$ cat config.mk
export PLATFORM = sky130hd
export DESIGN_NAME = pipeline_sequencer
export DESIGN_NICKNAME = d
export VERILOG_FILES = /design/src/rtl/pipeline_sequencer.sv
export SDC_FILE = /design/constraint.sdc
export NUM_CORES = 1
export LEC_CHECK = 0
export CAP_MARGIN = 20
export CORE_AREA = 2 2 88 90
export CTS_CLUSTER_DIAMETER = 150
export DETAILED_ROUTE_END_ITERATION = 10
export DIE_AREA = 0 0 90 92
export GPL_TIMING_DRIVEN = 0
export SLEW_MARGIN = 20
export SYNTH_ARGS = -nofsm -noshare
export SYNTH_HDL_FRONTEND = slang
export SYNTH_SLANG_ARGS = --single-unit
$ cat constraint.sdc
create_clock -name clk -period 6.1 [get_ports clk]
set_input_delay 1.22 -clock clk [delete_from_list [all_inputs] [get_ports clk]]
set_output_delay 1.22 -clock clk [all_outputs]
set_load 0.05 [all_outputs]
$ cat src/rtl/pipeline_sequencer.sv
// Hazard/stall sequencer for the 5-stage pipeline: load-use stall, EX redirect flush,
// multi-cycle data-memory handshake with timeout, and saturating stall/flush counters.
module pipeline_sequencer #(
    parameter int unsigned REG_AW      = 5,
    parameter int unsigned MEM_TIMEOUT = 15,
    parameter int unsigned TO_W        = 4,
    parameter int unsigned CNT_W       = 16
) (
    input  logic              clk,
    input  logic              reset,
    input  logic [REG_AW-1:0] id_rs1,
    input  logic [REG_AW-1:0] id_rs2,
    input  logic              id_use_rs1,
    input  logic              id_use_rs2,
    input  logic [REG_AW-1:0] ex_rd,
    input  logic              ex_memread,
    input  logic              ex_redirect,
    input  logic              mem_rd,
    input  logic              mem_wr,
    input  logic              dmem_ready,
    output logic              dmem_req,
    output logic              pc_we,
    output logic              ifid_we,
    output logic              ifid_flush,
    output logic              idex_flush,
    output logic              exmem_we,
    output logic              memwb_flush,
    output logic              mem_err,
    output logic [CNT_W-1:0]  stall_cnt,
    output logic [CNT_W-1:0]  flush_cnt
);

    typedef enum logic [1:0] {M_IDLE = 2'd0, M_WAIT = 2'd1, M_ERR = 2'd2} mstate_e;

    mstate_e          state_q, state_d;
    logic [TO_W-1:0]  wait_cnt_q, wait_cnt_d;
    logic             mem_err_q, mem_err_d;
    logic [CNT_W-1:0] stall_cnt_q, flush_cnt_q;
    logic             mem_req_c, mem_stall_c, lu_c;

    assign mem_req_c = mem_rd | mem_wr;

    assign lu_c = ex_memread && (ex_rd != '0) &&
                  ((id_use_rs1 && (id_rs1 == ex_rd)) || (id_use_rs2 && (id_rs2 == ex_rd)));

    // State register
    always_ff @(posedge clk or posedge reset) begin
        if (reset) state_q <= M_IDLE;
        else       state_q <= state_d;
    end

    // Next-state logic and wait/timeout bookkeeping
    always_comb begin
        state_d    = state_q;
        wait_cnt_d = wait_cnt_q;
        case (state_q)
            M_IDLE: begin
                if (mem_req_c && !dmem_ready) begin
                    state_d    = M_WAIT;
                    wait_cnt_d = TO_W'(1);
                end
            end
            M_WAIT: begin
                if (dmem_ready) begin
                    state_d    = M_IDLE;
                    wait_cnt_d = '0;
                end else if (wait_cnt_q == TO_W'(MEM_TIMEOUT)) begin
                    state_d = M_ERR;
                end else begin
                    wait_cnt_d = wait_cnt_q + TO_W'(1);
                end
            end
            M_ERR:   state_d = M_ERR;
            default: state_d = M_IDLE;
        endcase
        mem_err_d = mem_err_q || (state_d == M_ERR);
    end

    // Outputs: memory handshake, then hazard priority mem_stall > redirect > load-use
    always_comb begin
        dmem_req    = 1'b0;
        mem_stall_c = 1'b0;
        pc_we       = 1'b1;
        ifid_we     = 1'b1;
        ifid_flush  = 1'b0;
        idex_flush  = 1'b0;
        exmem_we    = 1'b1;
        memwb_flush = 1'b0;
        case (state_q)
            M_IDLE: begin
                dmem_req    = mem_req_c;
                mem_stall_c = mem_req_c && !dmem_ready;
            end
            M_WAIT: begin
                dmem_req    = 1'b1;
                mem_stall_c = !dmem_ready;
            end
            default: begin
                dmem_req    = 1'b0;
                mem_stall_c = 1'b1;
            end
        endcase
        if (mem_stall_c) begin
            pc_we       = 1'b0;
            ifid_we     = 1'b0;
            exmem_we    = 1'b0;
            memwb_flush = 1'b1;
        end else if (ex_redirect) begin
            ifid_flush = 1'b1;
            idex_flush = 1'b1;
        end else if (lu_c) begin
            pc_we      = 1'b0;
            ifid_we    = 1'b0;
            idex_flush = 1'b1;
        end
        if (reset) begin
            dmem_req    = 1'b0;
            pc_we       = 1'b0;
            ifid_we     = 1'b0;
            exmem_we    = 1'b0;
            ifid_flush  = 1'b1;
            idex_flush  = 1'b1;
            memwb_flush = 1'b1;
        end
    end

    // Timeout counter, sticky error and saturating perf counters
    always_ff @(posedge clk or posedge reset) begin
        if (reset) begin
            wait_cnt_q  <= '0;
            mem_err_q   <= 1'b0;
            stall_cnt_q <= '0;
            flush_cnt_q <= '0;
        end else begin
            wait_cnt_q <= wait_cnt_d;
            mem_err_q  <= mem_err_d;
            if ((mem_stall_c || (lu_c && !ex_redirect)) && (stall_cnt_q != '1))
                stall_cnt_q <= stall_cnt_q + CNT_W'(1);
            if (ex_redirect && !mem_stall_c && (flush_cnt_q != '1))
                flush_cnt_q <= flush_cnt_q + CNT_W'(1);
        end
    end

    assign mem_err   = mem_err_q;
    assign stall_cnt = stall_cnt_q;
    assign flush_cnt = flush_cnt_q;

endmodule

---- After elaboration in Yosys (flattened, before gate mapping) ----
Index checks and enable logic that the tools add are counted.
word-level totals
  register bits after elaboration ......... 39
  latch bits .............................. 0
  memories kept ........................... 0
  logic and storage cells ................. 64
  ROM bits ................................ 0
  RAM bits ................................ 0
  bits of input ports ..................... 24
cells by class
  $mul .................................... 0
  bitwise operators ....................... 1
  order comparisons ....................... 0
  shift-type cells ........................ 0
  multiplexer cells ....................... 26
  div/mod/pow operators ................... 0
  reductions and logical operators ........ 19
  equality and inequality tests ........... 10
  add/sub/neg operators ................... 3
operator list
  kind                   number
  $add 16x1->16 const B  2
  $ne 16x16->1 const B   2
  $mux 1                 16
  $mux 4                 3
  $eq 5x5->1             2
  $logic_and 1x1->1      9
  $pmux 4 s2             1
  $mux 2                 3
  $pmux 2 s3             1
  $reduce_bool 5->1      1
  $add 4x1->4 const B    1
  $eq 2x2->1 const B     2
  $eq 4x4->1 const B     1
  $pmux 1 s2             2
  $logic_not 1->1        3
  $logic_or 1x1->1       3
  $ne 3x3->1 const B     1
  $reduce_and 3->1       1
  $eq 2x1->1 const B     1
  $logic_not 2->1        1
  $ne 2x2->1 const B     1
  $reduce_bool 2->1      1
  $or 1x1->1             1

---- Longest topological paths before layout ----
Gate-level depths: netlist of the first run.
  depth after elaboration ................. 8
  depth in mapped cells ................... 7
  mapped depth without buffers ............ 7

---- Worst setup path before layout of the first run ----
OpenSTA, ideal clock, no wires.
  kind .................................... input-to-output
  start point ............................. input reset
  end point ............................... output pc_we
  slack ................................... 0.816 ns
  buffers on the path ..................... 1
  stages on the path ...................... 4
  required time ........................... 4.880 ns
  data arrival time ....................... 4.064 ns
  cells stage by stage .................... inv_1 nand2_1 a21oi_1 buf_4
between the ends
  word-level cells in the longest chain between the ends .. 1
RTL lines
  element          RTL line  text
  start, declared  10        input logic reset,
  $mux 1           -
  end, declared    22        output logic pc_we,
No other way between the ends.

---- Worst setup path in the final report of the first run ----
  start point ............................. input ex_rd[2]
  end point ............................... output pc_we
between the ends
  word-level cells in the longest chain between the ends .. 8
RTL lines
  element                RTL line  text
  start, declared        15        input logic [REG_AW-1:0] ex_rd,
  $eq 5x5->1             44        ((id_use_rs1 && (id_rs1 == ex_rd)) || (id_use_rs2 && (id_rs2 == ex_rd)));
  $logic_and 1x1->1      44
  $logic_or 1x1->1       44
  $logic_and 1x1->1 (*)  43        assign lu_c = ex_memread && (ex_rd != '0) &&
  $mux 1 (*)             111       end else if (lu_c) begin
  $mux 1 (*)             108       end else if (ex_redirect) begin
  $mux 1 (*)             103       if (mem_stall_c) begin
  $mux 1 (*)             116       if (reset) begin
Mark *: on every way between the ends. The rest lies on a longest branch, timed or not.

==> impl_metrics.json, run 1 <==
{
  "synth_cells": 207,
  "avgViaCountPerCell": 4.69,
  "clock_latency_ps": 290,
  "start_kind": "input pin",
  "synth_compound_area_share_pct": 10.4,
  "cts_htree_levels": 2,
  "fp.dieH_microns": 92,
  "final_cell_mix": "clkdlybuf4s50_1 (63), dfrtp_1 (39), xnor2_1 (21), nor2_1 (18)",
  "ys_warn_count": 0,
  "multi_input_comb_area_sq_um": 1100,
  "clock_skew_ps": 7.15,
  "syn_area_sq_um": 2120,
  "post_drt_wl_per_cell_microns": 12.9,
  "grt_max_degree": 33,
  "hpwl_microns": 3720,
  "start_util_pct": 28.5,
  "setup_violations": 0,
  "leakage_nw": 1.20,
  "drive_gt1_share_pct": 9.68,
  "antennaDiodeCount": 0,
  "cts_root_buffer": "clkbuf_8",
  "layout_commonest_cell": "clkdlybuf4s50_1",
  "wirelength_microns": 4930,
  "synth_ff_type": "dfrtp_1",
  "status": "completed",
  "cts_buffer_depth": 2,
  "synth_xor_area_share_pct": 15.7,
  "clock-sinks": 39,
  "fmax_mhz": 205,
  "grt_pass1_wl_microns": 8510,
  "cp.arrival_ps": 3650,
  "synth_edf_count": 0,
  "end_kind": "output port",
  "drt_iter0_markers": 45,
  "rsz0062_at_grt": "false",
  "antenna_found_initial": 0,
  "num_vias": 1786,
  "synth_top_family_by_area": "simple AND/OR/NAND/NOR gates",
  "synthMuxAreaShare_pct": 2.24,
  "synthArstFlopShare_pct": 100,
  "area_growth_pct": 42.2,
  "ir_drop_v": 0.000250,
  "finalPower_mw": 1.22,
  "yosys_register_bits": 39,
  "regArea_sq_um": 976,
  "num_rows": 32,
  "critPathMaxFanout": 3,
  "first_global_vias": 1738,
  "grt_util_all_layers_pct": 12.6,
  "holdWs_ps": 479,
  "setup_ws_ps": 1230,
  "path_clk_slew_ps": 80,
  "dieArea_sq_um": 8280,
  "nets": 305,
  "yosysTopAreaCellShare_pct": 46.0,
  "hold_viol": 0,
  "slew_violations": 0,
  "synth_area_leaders": "dfrtp_1 (46%), xnor2_1 (8.7%), xor2_1 (7.0%)",
  "post_cts_buffers": 0,
  "grt_overflow": 0,
  "gp_congestion": 0.769,
  "cts-resized-gates": 0,
  "postRouteAntennaNets": 0,
  "finalCritPeriodShare_pct": 79.9,
  "cts.hold.buffers_added": 0,
  "relSlewSlack_pct": 66.0,
  "first_pass_iters": 4,
  "dp_worst_setup_slack_ps": 1200,
  "io_pins": 64,
  "cts_buffers": 5,
  "synth-simple-area-share_pct": 21.7,
  "core-area_sq_um": 7450,
  "fillCellCount": 761,
  "path_class": "in -> out",
  "synth_top_area_cell": "dfrtp_1",
  "cp.required_ps": 4880,
  "drv_cap": 0,
  "hold_class": "reg -> reg",
  "min_period_ps": 4870,
  "tightest_slew_ps": 509,
  "synth.distinct_cells": 46,
  "drc": 0,
  "synthAdderAreaFrac_pct": 1.77,
  "syn_nets": 234,
  "die-width_microns": 90,
  "synth.avg_cell_area_sq_um": 10.2,
  "yosysSeqAreaShare_pct": 46.0,
  "cts_tree": "done",
  "port-buffer-count": 63,
  "power.density_nw_per_um2": 405,
  "fin_tns_setup_ps": 0
}
critical path: stages:
cell and delay [ps]:
clkdlybuf4s50_1 480, or4_1 550, o21ai_2 210, nor2_2 80
a21oi_1 190, buf_4 130, clkdlybuf4s50_1 790
stage by stage:
step,std cells,util (%),instance area (sq um)
after CTS,381,40.5,3020
after detailed placement,373,38.9,2900
after global routing,381,40.5,3020
after global placement,372,38.7,2880
final,381,40.5,3020
after floorplan,207,-,2120
layer usage:
layer	track usage (%)	vias to the layer above	wire, microns
met2	19.2	44	2270
met5	0	-	0
met3	4.11	2	336
met4	4.23	0	29
li1	-	875	-
met1	16.8	865	2300
cell type report:
cell class / count / share of cell area [%]
clock buffers: 6 / 2.74
multi-input cells: 157 / 36.5
flip-flops and latches: 39 / 32.4
inverters: 10 / 1.24
well taps: 102 / 4.23
repair buffers: 64 / 21.6
clock inverters: 2 / 1.16
plain buffers: 1 / 0.249
worst paths after layout:
kind                       depth (start not counted)                     start  slack [ps]                        to
setup / recovery                                   7                  ex_rd[2]        1230                     pc_we
setup reg to reg                                   6  stall_cnt[0]$_DFFE_PP0P_        3950  stall_cnt[1]$_DFFE_PP0P_
max in group asynchronous                          3                     reset        4460  stall_cnt[5]$_DFFE_PP0P_
hold reg to reg                                    1         mem_err$_DFF_PP0_         480         mem_err$_DFF_PP0_
hold / removal                                     1         mem_err$_DFF_PP0_         480         mem_err$_DFF_PP0_
min in group asynchronous                          2                     reset        1190      state_q[0]$_DFF_PP0_
state kept, by name, indices dropped and copies added, names as in the netlist:
register	flops
flush_cnt	16
mem_err	1
stall_cnt	16
state_q	2
wait_cnt_q	4
power by group:
part | leakage [nW] | switching [mW] | internal [mW]
sequential | 0.462 | 0.0942 | 0.327
clock | 0.0612 | 0.0926 | 0.132
combinational | 0.676 | 0.367 | 0.208
cells in the mapped netlist, types with 3 or more instances:
cell type and count:
nand3_1 14, xor2_1 17, nor2_1 18, o21ai_0 4, and3_1 3, dfrtp_1 39
and4_1 3, nand4_1 7, ha_1 3, nand2_1 17, a21oi_1 6, inv_1 10
nor3_1 10, xnor2_1 21
cells by family after synthesis:
group	after synthesis
AO/OA/AOI/OAI	26
XOR/XNOR	38
adder cells (fa/ha/maj)	3
buffers and inverters	11
flip-flops	39
multiplexers	4
AND/OR/NAND/NOR	86
Note: power is estimated with default switching activity, not from simulation.
==> run 2, diff against run 1 <==
==> constraint.sdc (replaced) <==
create_clock -name clk -period 4.1 [get_ports clk]
set_input_delay 0.82 -clock clk [delete_from_list [all_inputs] [get_ports clk]]
set_output_delay 0.82 -clock clk [all_outputs]
set_load 0.05 [all_outputs]
==> impl_metrics.json, run 2 (synthesized netlist as in run 1, its figures left out) <==
{
  "grt_pass1_wl_microns": 8740,
  "critPathCapture": "ifid_we",
  "relSlewSlack_pct": 65.1,
  "start_kind": "input pin",
  "drc": 0,
  "power_switching_share_pct": 47.9,
  "seq_power_share_pct": 35.8,
  "fillCellCount": 770,
  "start_util_pct": 28.5,
  "crit_start": "ex_rd[1]",
  "internal_power_mw": 0.915,
  "first_pass_iters": 4,
  "dp.cells": 372,
  "hold_class": "reg -> reg",
  "r2r-start": "stall_cnt[0]$_DFFE_PP0P_",
  "num_vias": 1799,
  "clock_skew_ps": 9.46,
  "fp.dieH_microns": 92,
  "wirelength_microns": 5150,
  "path_clk_slew_ps": 80,
  "switchingPower_mw": 0.840,
  "post_drt_wl_per_cell_microns": 13.5,
  "num_rows": 32,
  "antenna_found_initial": 0,
  "setup_violations": 0,
  "cts_buffer_depth": 2,
  "rsz0062_at_grt": "false",
  "area_growth_pct": 41.2,
  "drv_cap": 0,
  "dieArea_sq_um": 8280,
  "clock_latency_ps": 290,
  "cp.arrival_ps": 3150,
  "io_pins": 64,
  "cts_buffers": 5,
  "hold_viol": 0,
  "end_kind": "output port",
  "timing.rr.end": "stall_cnt[1]$_DFFE_PP0P_",
  "status": "completed",
  "port-buffer-count": 63,
  "antennaDiodeCount": 0,
  "first_global_vias": 1809,
  "die-width_microns": 90,
  "cts_root_buffer": "clkbuf_8",
  "reg2reg_slack_ps": 1910,
  "clkPwrFrac_pct": 15.3,
  "grt_max_degree": 22,
  "critPathMaxFanout": 3,
  "drive_gt1_share_pct": 10.4,
  "layout_commonest_cell": "clkdlybuf4s50_1",
  "final_cell_mix": "clkdlybuf4s50_1 (62), dfrtp_1 (39), xnor2_1 (21), nor2_1 (18)",
  "core-area_sq_um": 7450,
  "cp.required_ps": 3280,
  "nets": 306,
  "dp_worst_setup_slack_ps": -204,
  "tightest_slew_ps": 522,
  "postRouteAntennaNets": 0,
  "leakage_nw": 1.18,
  "power.density_nw_per_um2": 586,
  "grt_overflow": 0,
  "path_class": "in -> out",
  "finalCritPeriodShare_pct": 96.7,
  "ir_drop_v": 0.000373,
  "cts_htree_levels": 2,
  "design_area_sq_um": 3000,
  "final_cells": 382,
  "fmax_mhz": 252,
  "clock-sinks": 39,
  "min_period_ps": 3970,
  "setup_ws_ps": 135,
  "grt_util_all_layers_pct": 12.8,
  "drt_iter0_markers": 111,
  "hpwl_microns": 3670,
  "avgViaCountPerCell": 4.71,
  "cts_tree": "done",
  "gp_congestion": 0.743,
  "reg2regPathDepth": 6,
  "comb_power_share_pct": 48.9,
  "slew_violations": 0,
  "place_area_sq_um": 2890
}
==> run 2: cell type report <==
cell class,instances,area [sq um],share of cell area [%]
sequential,39,976,32.6
buffer,1,7.51,0.251
inverter,10,41.3,1.38
tap,102,128,4.26
multi-input combinational,157,1100,36.8
timing repair inverter,2,12.5,0.418
clock inverter,3,25.0,0.835
clock buffer,5,68.8,2.30
timing repair buffer,63,633,21.1
==> run 2: repair_timing <==
action                                  4_1_cts  5_1_grt
hold buffers                                  0        0
endpoints found under the setup margin        6        2
buffers inserted                              0        0
resized for setup                             0        1
cloned                                        1        1
==> run 2: per-stage QoR <==
stage               setup TNS (ps)  power [mW]  hold slack [ps]  util [%]
floorplan                        0        1.19              477         -
global placement              -764        1.48              476      38.8
detailed placement            -733        1.49              462      38.8
CTS                              0        1.77              485      40.1
global route                     0        1.85              523      40.2
finish                           0        1.75              473      40.2
==> run 2: worst max-delay path, cell delays in order <==
cell,delay [ps]
clkdlybuf4s50_1,470
or4_1,570
o21ai_2,220
nor2_2,90
a21oi_2,150
clkdlybuf4s50_1,820
==> run 2: power groups by stage <==
stage / logic [mW] / clock network, mW / registers (mW)
final: 0.858 / 0.269 / 0.628
after floorplan: 0.242 / 0 / 0.946
after global placement: 0.849 / 0 / 0.632
after global routing: 0.909 / 0.294 / 0.648
after CTS: 0.864 / 0.280 / 0.627
after detailed placement: 0.860 / 0 / 0.631
==> run 2: per-layer routing <==
metal	GRT usage, %	wire length, microns	up-vias
met2	19.9	2300	54
li1	-	-	877
met3	3.94	332	4
met1	17.5	2470	864
met5	0	0	-
met4	3.46	48	0
==> run 2: how the worst min path moves through the flow <==
stage,startpoint,end,cells after the start
2_1_floorplan,state_q[1]$_DFF_PP0_,state_q[0]$_DFF_PP0_,1
3_3_place_gp,flush_cnt[15]$_DFFE_PP0P_,flush_cnt[15]$_DFFE_PP0P_,1
3_5_place_dp,mem_err$_DFF_PP0_,mem_err$_DFF_PP0_,1
4_1_cts,mem_err$_DFF_PP0_,mem_err$_DFF_PP0_,1
5_1_grt,mem_err$_DFF_PP0_,mem_err$_DFF_PP0_,1
6_report,mem_err$_DFF_PP0_,mem_err$_DFF_PP0_,1
